## config.mk

```make
export PLATFORM = sky130hd
export DESIGN_NAME = sargantana_itag_ctrl
export DESIGN_NICKNAME = d
export VERILOG_FILES = /design/src/rtl/sargantana_itag_ctrl.sv
export SDC_FILE = /design/constraint.sdc
export NUM_CORES = 1
export LEC_CHECK = 0
export BUFFER_PORTS_ARGS = -buffer_cell sky130_fd_sc_hd__buf_4
export CAP_MARGIN = 30
export CORE_AREA = 2 2 84 118
export CTS_CLUSTER_SIZE = 28
export DETAILED_ROUTE_END_ITERATION = 10
export DIE_AREA = 0 0 86 120
export PLACE_DENSITY_LB_ADDON = 0.05
export SLEW_MARGIN = 20
export SYNTH_ARGS = -nofsm -noshare
export SYNTH_HDL_FRONTEND = slang
export SYNTH_SLANG_ARGS = --single-unit
export TNS_END_PERCENT = 100
```

## constraint.sdc

```tcl
create_clock -name clk_i -period 2.8 [get_ports clk_i]
set_clock_uncertainty 0.2 [all_clocks]
set_input_delay 0.14 -clock clk_i [delete_from_list [all_inputs] [get_ports clk_i]]
set_output_delay 0.14 -clock clk_i [all_outputs]
set_load 0.01 [all_outputs]
```

## src/rtl/sargantana_itag_ctrl.sv

```systemverilog
// Instruction-cache tag-array sequencer: shares one tag-memory port between lookups,
// refills and an invalidate-all sweep. Define ITAG_CTRL_LFSR_EN for LFSR victim choice.
module sargantana_itag_ctrl #(
    parameter int ICACHE_N_WAY   = 4,
    parameter int TAG_DEPTH      = 64,
    parameter int TAG_ADDR_WIDHT = $clog2(TAG_DEPTH),
    parameter int TAG_WIDHT      = 20
) (
    input  logic                                   clk_i,
    input  logic                                   rst_i,
    input  logic                                   lookup_valid_i,
    output logic                                   lookup_ready_o,
    input  logic [TAG_ADDR_WIDHT-1:0]              lookup_addr_i,
    input  logic [TAG_WIDHT-1:0]                   lookup_tag_i,
    output logic                                   lookup_rvalid_o,
    output logic                                   lookup_hit_o,
    output logic [ICACHE_N_WAY-1:0]                lookup_hit_way_o,
    input  logic                                   refill_valid_i,
    output logic                                   refill_ready_o,
    input  logic [TAG_ADDR_WIDHT-1:0]              refill_addr_i,
    input  logic [TAG_WIDHT-1:0]                   refill_tag_i,
    output logic                                   refill_done_o,
    output logic [ICACHE_N_WAY-1:0]                refill_way_o,
    input  logic                                   flush_i,
    output logic                                   flush_busy_o,
    output logic                                   flush_done_o,
    output logic [ICACHE_N_WAY-1:0]                mem_req_o,
    output logic                                   mem_we_o,
    output logic                                   mem_vbit_o,
    output logic [TAG_WIDHT-1:0]                   mem_data_o,
    output logic [TAG_ADDR_WIDHT-1:0]              mem_addr_o,
    input  logic [ICACHE_N_WAY-1:0][TAG_WIDHT-1:0] mem_tag_way_i,
    input  logic [ICACHE_N_WAY-1:0]                mem_vbit_i
);
    localparam int WAY_W = (ICACHE_N_WAY > 1) ? $clog2(ICACHE_N_WAY) : 1;

    typedef enum logic [1:0] {IDLE, RF_RD, RF_WR, FLUSH} state_t;
    state_t state, state_nxt;

    logic                      flush_pending;
    logic                      flush_req;
    logic                      flush_last;
    logic [TAG_ADDR_WIDHT-1:0] flush_cnt;
    logic [TAG_ADDR_WIDHT-1:0] refill_addr;
    logic [TAG_WIDHT-1:0]      refill_tag;
    logic [TAG_WIDHT-1:0]      lookup_tag;
    logic [WAY_W-1:0]          repl_idx;
    logic [ICACHE_N_WAY-1:0]   victim;
    logic                      all_valid;

    assign flush_req  = flush_i | flush_pending;
    assign flush_last = (flush_cnt == TAG_ADDR_WIDHT'(TAG_DEPTH - 1));

    // Ready is gated by reset so every output reads zero while reset is held.
    assign refill_ready_o = !rst_i && (state == IDLE) && !flush_req && refill_valid_i;
    assign lookup_ready_o = !rst_i && (state == IDLE) && !flush_req && !refill_valid_i
                            && lookup_valid_i;

    assign refill_done_o = (state == RF_WR);
    assign refill_way_o  = refill_done_o ? victim : '0;
    assign flush_done_o  = (state == FLUSH) && flush_last;
    assign flush_busy_o  = flush_pending | (state == FLUSH);

`ifdef ITAG_CTRL_LFSR_EN
    logic [7:0] lfsr;

    always_ff @(posedge clk_i or posedge rst_i) begin
        if (rst_i) lfsr <= 8'h01;
        else       lfsr <= {lfsr[6:0], lfsr[7] ^ lfsr[5] ^ lfsr[4] ^ lfsr[3]};
    end

    assign repl_idx = lfsr[WAY_W-1:0];
`else
    logic [WAY_W-1:0] repl_ptr;

    always_ff @(posedge clk_i or posedge rst_i) begin
        if (rst_i)
            repl_ptr <= '0;
        else if (state == RF_WR && all_valid)
            repl_ptr <= (repl_ptr == WAY_W'(ICACHE_N_WAY - 1)) ? '0 : repl_ptr + 1'b1;
    end

    assign repl_idx = repl_ptr;
`endif

    // Lowest invalid way wins; descending scan lets the lowest index overwrite.
    always_comb begin
        victim    = '0;
        all_valid = &mem_vbit_i;
        for (int w = ICACHE_N_WAY - 1; w >= 0; w--)
            if (!mem_vbit_i[w]) victim = ICACHE_N_WAY'(1) << w;
        if (all_valid) begin
            victim           = '0;
            victim[repl_idx] = 1'b1;
        end
    end

    for (genvar w = 0; w < ICACHE_N_WAY; w++) begin : g_hit
        assign lookup_hit_way_o[w] = lookup_rvalid_o & mem_vbit_i[w]
                                     & (mem_tag_way_i[w] == lookup_tag);
    end
    assign lookup_hit_o = |lookup_hit_way_o;

    always_comb begin
        state_nxt  = state;
        mem_req_o  = '0;
        mem_we_o   = 1'b0;
        mem_vbit_o = 1'b0;
        mem_data_o = '0;
        mem_addr_o = '0;
        case (state)
            IDLE: begin
                if (flush_req)
                    state_nxt = FLUSH;
                else if (refill_ready_o)
                    state_nxt = RF_RD;
                else if (lookup_ready_o) begin
                    mem_req_o  = '1;
                    mem_addr_o = lookup_addr_i;
                end
            end
            RF_RD: begin
                mem_req_o  = '1;
                mem_addr_o = refill_addr;
                state_nxt  = RF_WR;
            end
            RF_WR: begin
                mem_req_o  = victim;
                mem_we_o   = 1'b1;
                mem_vbit_o = 1'b1;
                mem_data_o = refill_tag;
                mem_addr_o = refill_addr;
                state_nxt  = flush_req ? FLUSH : IDLE;
            end
            FLUSH: begin
                mem_req_o  = '1;
                mem_we_o   = 1'b1;
                mem_addr_o = flush_cnt;
                if (flush_last) state_nxt = IDLE;
            end
            default: state_nxt = IDLE;
        endcase
    end

    always_ff @(posedge clk_i or posedge rst_i) begin
        if (rst_i) begin
            state           <= IDLE;
            flush_pending   <= 1'b0;
            flush_cnt       <= '0;
            refill_addr     <= '0;
            refill_tag      <= '0;
            lookup_tag      <= '0;
            lookup_rvalid_o <= 1'b0;
        end else begin
            state           <= state_nxt;
            lookup_rvalid_o <= lookup_ready_o;
            if (lookup_ready_o) lookup_tag <= lookup_tag_i;
            if (refill_ready_o) begin
                refill_addr <= refill_addr_i;
                refill_tag  <= refill_tag_i;
            end
            // Requests arriving mid-sweep are dropped; the sweep already covers them.
            if (state == FLUSH) begin
                flush_cnt <= flush_last ? '0 : flush_cnt + 1'b1;
                if (flush_last) flush_pending <= 1'b0;
            end else if (flush_i) begin
                flush_pending <= 1'b1;
            end
        end
    end

endmodule

```

==> results of run 1 <==
-- final cells by class --
class / instances / area, sq um
Sequential cell: 58 / 1450
Clock buffer: 15 / 288
Inverter: 11 / 45.0
Fill cell: 832 / 3300
Multi-Input combinational cell: 359 / 2130
Clock inverter: 1 / 30.0
Timing Repair Buffer: 240 / 1920
Tap cell: 110 / 138
-- registers in the layout (all words and copies together), names as in the netlist --
signal	count
lookup_tag	20
refill_addr	6
flush_cnt	6
state	2
lookup_rvalid_o	1
refill_tag	20
repl_idx	2
flush_pending	1
-- routing by layer --
metal	vias to the layer above	GRT usage [%]	wire, um
met1	1798	30.7	5110
met4	0	11.5	464
met2	186	46.3	6810
met3	27	6.53	1110
met5	-	0	0
li1	1910	-	-
-- final timing paths --
check	depth (start not counted)	slack, ns	endpoint
worst max-delay path	6	0.15	lookup_hit_o
worst min-delay path	5	0.07	repl_idx[0]$_DFFE_PP0P_
worst max register to register	6	0.55	refill_tag[18]$_DFFE_PP0P_
worst min register to register	2	0.26	refill_tag[3]$_DFFE_PP0P_
max in group asynchronous	4	1.45	refill_tag[12]$_DFFE_PP0P_
min in group asynchronous	4	0.44	flush_cnt[0]$_DFFE_PP0P_
-- power by group through the flow --
stage	Sequential (uW)	Clock, uW	Combinational [uW]
after floorplan	1030	0	717
after global placement	1070	0	1270
after detailed placement	1080	0	1280
after CTS	1070	1170	1340
after global routing	1090	1200	1490
final	1070	1140	1340
-- worst max-delay path, delay by kind of cell, from the launching register on --
kind	cells	cell delay [ns]
xor gates and xnor gates	1	0.22
and+or+nand+nor	4	1.13
buffers and inverters	1	0.12
DFF	1	0.52
-- per-stage QoR --
step	utilization [%]	hold WS [ns]	instance area [sq um]
floorplan	-	0.0375	3810
global placement	55.9	0.129	5200
detailed placement	55.9	0.133	5200
CTS	64.5	0.0501	6000
global route	64.5	0.0879	6000
finish	64.5	0.0698	6000
-- placed cells by master (no fill, tap or decap), drive strengths merged, types with 12 or more instances in the layout --
cell type,instances
a21oi,12
xnor2,50
dlygate4sd3,48
nand4,21
and2,21
xor2,33
nor4,12
nand2,156
nor2,12
dfrtp,58
clkbuf,15
buf,192
-- repair_timing --
action	CTS	global route
hold buffers	48	0
setup endpoints to repair	0	0
hold endpoints to repair	106	0
-- logic make-up (layout without fill, tap and decap cells) --
group,after synthesis,count (layout),synth area share [%]
compound gates,30,30,4.66
simple gates,234,234,28.0
flops,58,58,38.1
buf+inv,45,267,6.14
mux,2,2,0.558
fa+ha+maj,10,10,3.28
xor+xnor,83,83,19.3
-- cell usage after synthesis --
cell type and instances:
nand2_1 156, dfrtp_1 58, xnor2_1 50, xor2_1 32, and2_1 21, nand4_1 21
buf_2 16, a21oi_1 12, nor2_1 12, clkbuf_1 11, ha_1 10, o21ai_0 10
inv_1 9, nor4_1 8, a221oi_1 6, buf_6 5, nor2b_1 4, nor4_2 4
nand3_1 3, buf_4 2, clkinv_1 2, o31ai_1 2, or2_2 2, and4_1 1
mux2_2 1, mux2i_1 1, nor3_1 1, or4_1 1, xor2_2 1
==> impl_metrics.json, run 1 <==
{
  "pre_cts_slack_ns": 0.475,
  "grt_pass1_wl_um": 21000,
  "p_int_uw": 2390,
  "nets": 830,
  "relSlewSlack_pct": 46.7,
  "setup_viol": 0,
  "final_hold_viol_count": 0,
  "cts_resized": 0,
  "setup_ws_ns": 0.149,
  "post-route-min-period_ns": 2.65,
  "netSwitchingFraction_pct": 32.6,
  "synth_nets": 613,
  "yosys.area.top_type": "dfrtp_1",
  "critical_path.slowest_cell": "dfrtp_1",
  "cpPeakStageDelay_ns": 0.52,
  "numCtsBuffers": 9,
  "grt_remaining_overflow": 0,
  "insertion_delay_ns": 0.32,
  "worstPathCellList": "xor2_1 > nor4_1 > nand4_1 > nor4_2 > or4_1 > buf_4",
  "grt_max_degree": 59,
  "dp_cells": 730,
  "rsz0062_at_grt": "no",
  "min_period_over_period_pct": 94.7,
  "p_seq_share_pct": 30.1,
  "slew_viol_final": 0,
  "synth_warnings": 0,
  "syn_area_sq_mm": 0.00381,
  "clockBufferDepth": 2,
  "drt_iter0_drc": 158,
  "cts_tree": "built",
  "grt_pass1_vias": 4112,
  "hp-class": "primary input to flop",
  "postRouteAntennaNets": 0,
  "ir_drop_v": 0.000658,
  "die_area_sq_mm": 0.0103,
  "netlist_top_cells_area": "dfrtp_1 (38%), nand2_1 (15%), xnor2_1 (11%)",
  "fin_cells": 794,
  "gp_congestion": 0.960,
  "cts.clk_slew.worst_paths_ns": 0.05,
  "antenna_found_initial": 0,
  "ys_ff_latch": 58,
  "start_util_pct": 41.0,
  "cp_max_fo": 5,
  "pwr-share-comb_pct": 37.7,
  "area_delta_synth_final_pct": 57.4,
  "worst_pin_slew_ns": 0.795,
  "end_kind": "primary output",
  "fin_setup_tns_ns": 0,
  "diodes": 0,
  "drc_errors": 0,
  "ctsHtreeMaxLevel": 3,
  "die_y_um": 120,
  "num_vias": 3921,
  "postSynthAreaPerCell_sq_um": 8.25,
  "p_leak_uw": 0.00307,
  "arrival_ns": 2.31,
  "drive_gt1_share_pct": 31.4,
  "hold_start": "mem_vbit_i[2]",
  "crit_start": "lookup_tag[12]$_DFFE_PP0P_",
  "outcome": "completed",
  "path_class": "flop to primary output",
  "track_usage_pct": 26.7,
  "max-cap-violations": 0,
  "p_total_uw": 3550,
  "netlist_instances": 462,
  "portBuffers": 187,
  "core-area_sq_mm": 0.00930,
  "wl_per_cell_um": 17.0,
  "post-cts-setup-buffers": 0,
  "ys_seq_area_share_pct": 38.1,
  "cp.required_ns": 2.46,
  "firstDrtPassIters": 4,
  "synth_top_area_share_pct": 38.1,
  "pwr-share-clk_pct": 32.2,
  "rows": 42,
  "boundaryPins": 188,
  "fmax_ghz": 0.377,
  "cp-start-kind": "flop",
  "synth_cell_types": 29,
  "p_per_area_mw_per_mm2": 591,
  "net-switching-power_uw": 1160,
  "cts_sinks": 58,
  "drt_wl_total_um": 13500,
  "avgViaCountPerCell": 4.94,
  "die_x_um": 86,
  "hpwl_um": 10200,
  "clock-root-buffer": "clkbuf_16",
  "reg2reg_from": "state[0]$_DFFE_PP0P_"
}
Power figures use the tool's default switching activity.
==> run 2, diff against run 1 <==
Settings changed: BUFFER_PORTS_ARGS -buffer_cell sky130_fd_sc_hd__buf_4 to default, CORE_AREA 2 2 84 118 to 2 2 74 104, DIE_AREA 0 0 86 120 to 0 0 76 106, DONT_BUFFER_PORTS from default to 1.
==> run 2 against run 1 <==
Compared with the run above: clock-buffer cell count is 2 lower; clock power fell by 31%; total power is 22% lower; core utilization is 1.4 points lower; critical endpoint unchanged; worst setup slack improved by 0.079 ns; sequential share of layout area grew 7.9 points; hold slack gained 0.041 ns; register-to-register slack better by 0.02 ns; wire length is 17% lower; sequential power barely moved; die area decreased by 22%; maximum frequency up 3.1%.
==> impl_metrics.json, run 2 (synthesis gave the netlist of run 1 again) <==
{
  "hold_start": "lookup_valid_i",
  "grt_pass1_wl_um": 17600,
  "nets": 650,
  "gp_congestion": 0.958,
  "p_per_area_mw_per_mm2": 612,
  "cts.clk_slew.worst_paths_ns": 0.06,
  "postRouteAntennaNets": 0,
  "cp.required_ns": 2.46,
  "insertion_delay_ns": 0.33,
  "portBuffers": 0,
  "arrival_ns": 2.23,
  "setup_viol": 0,
  "p_seq_share_pct": 38.7,
  "relSlewSlack_pct": 51.0,
  "die_area_sq_mm": 0.00806,
  "worst_r2r_endpoint": "repl_idx[1]$_DFFE_PP0P_",
  "num_vias": 3263,
  "p_int_uw": 1780,
  "hold_path_depth": 4,
  "grt_max_degree": 59,
  "top_regs": "lookup_tag (20), refill_tag (20)",
  "ctsHtreeMaxLevel": 3,
  "fillers": 611,
  "ir_drop_v": 0.000483,
  "rows": 37,
  "end_kind": "primary output",
  "final_cell_mix": "nand2_1 (156), dfrtp_1 (58), dlygate4sd3_1 (51), xnor2_1 (50), xor2_1 (32)",
  "numCtsBuffers": 9,
  "net-switching-power_uw": 986,
  "drt_wl_total_um": 11100,
  "area_delta_synth_final_pct": 18.7,
  "holdPathEnd": "lookup_tag[8]$_DFFE_PP0P_",
  "rsz0062_at_grt": "no",
  "final_hold_viol_count": 0,
  "hp-class": "primary input to flop",
  "outcome": "completed",
  "diodes": 0,
  "drt_iter0_drc": 133,
  "grt_pass1_vias": 3373,
  "cp_max_fo": 5,
  "reg2reg_from": "state[0]$_DFFE_PP0P_",
  "fin_setup_tns_ns": 0,
  "wl_per_cell_um": 18.6,
  "netSwitchingFraction_pct": 35.6,
  "reg2reg_slack_ns": 0.57,
  "start_util_pct": 53.1,
  "pwr-share-clk_pct": 28.3,
  "multi_input_area_sq_mm": 0.00213,
  "whs_ns": 0.111,
  "clock-root-buffer": "clkbuf_8",
  "antenna_found_initial": 0,
  "core-area_sq_mm": 0.00718,
  "p_leak_uw": 0.00213,
  "cts_sinks": 58,
  "grt_remaining_overflow": 0,
  "ff_latch_area_sq_mm": 0.00145,
  "path_class": "flop to primary output",
  "pwr-share-comb_pct": 33.0,
  "avgViaCountPerCell": 5.44,
  "die_y_um": 106,
  "min_period_over_period_pct": 91.9,
  "hpwl_um": 8490,
  "boundaryPins": 188,
  "worst_pin_slew_ns": 0.735,
  "cts_tree": "built",
  "fmax_ghz": 0.389,
  "firstDrtPassIters": 4,
  "clockBufferDepth": 2,
  "die_x_um": 76,
  "cp-start-kind": "flop",
  "drive_gt1_share_pct": 6.36,
  "post-route-min-period_ns": 2.57,
  "max-cap-violations": 0,
  "r2r_cells": 6,
  "slew_viol_final": 0,
  "final_common_cell": "nand2_1",
  "drc_errors": 0,
  "post-cts-setup-buffers": 0,
  "track_usage_pct": 28.6
}
-- run 2: cell count changes in the layout (fill, tap and decap cells not counted) --
cell and delta:
buf_4 -183, clkbuf_16 -9, clkbuf_8 +8, dlygate4sd3_1 +3, clkbuf_1 -1, clkinv_2 +1
-- run 2: worst max-delay path, stage by stage (launching register included) --
cell	delay, ns
dfrtp_1	0.46
xor2_1	0.19
nor4_1	0.38
nand4_1	0.18
nor4_2	0.46
or4_1	0.23
-- run 2: repair_timing --
item,in CTS,in global routing
hold buffers,51,0
gates resized for setup,0,0
hold endpoints to repair,109,0
-- run 2: worst max path at each step --
stage / endpoint / start
2_1_floorplan: refill_addr[5]$_DFFE_PP0P_ / rst_i
3_3_place_gp: lookup_hit_o / lookup_tag[6]$_DFFE_PP0P_
3_5_place_dp: lookup_hit_o / lookup_tag[18]$_DFFE_PP0P_
4_1_cts: lookup_hit_o / lookup_tag[18]$_DFFE_PP0P_
5_1_grt: lookup_hit_o / lookup_tag[18]$_DFFE_PP0P_
6_report: lookup_hit_o / lookup_tag[3]$_DFFE_PP0P_
-- run 2: through the flow --
stage	util [%]	total power [uW]	cell area (sq um)	instances	setup WS, ns
5_1_grt	63.1	2950	4530	600	0.0533
4_1_cts	63.1	2790	4530	600	0.186
6_report	63.1	2770	4530	600	0.228
3_5_place_dp	53.1	1940	3810	534	0.566
2_1_floorplan	-	1750	3810	462	0.375
3_3_place_gp	53.1	1920	3810	534	0.611
-- run 2: layout make-up --
cell class	count	share of cell area, %
tap	97	2.68
sequential	58	32.1
timing repair buffer	60	12.8
multi-input combinational	359	47.0
clock inverter	2	0.774
inverter	11	0.995
clock buffer	13	3.73
-- run 2: power by group through the flow --
stage	Sequential (uW)	Clock, uW	Combinational [uW]
after floorplan	1030	0	717
after global placement	1080	0	847
after detailed placement	1080	0	855
after CTS	1070	810	918
after global routing	1080	850	1020
final	1070	784	914
-- run 2: layer usage --
metal  up-vias  wire length (um)  global-route usage (%)
met5         -                 0                       0
met4         0               701                    19.6
met3        46               940                    10.0
met2       169              5710                    50.3
met1      1496              3790                    28.0
li1       1552                 -                       -
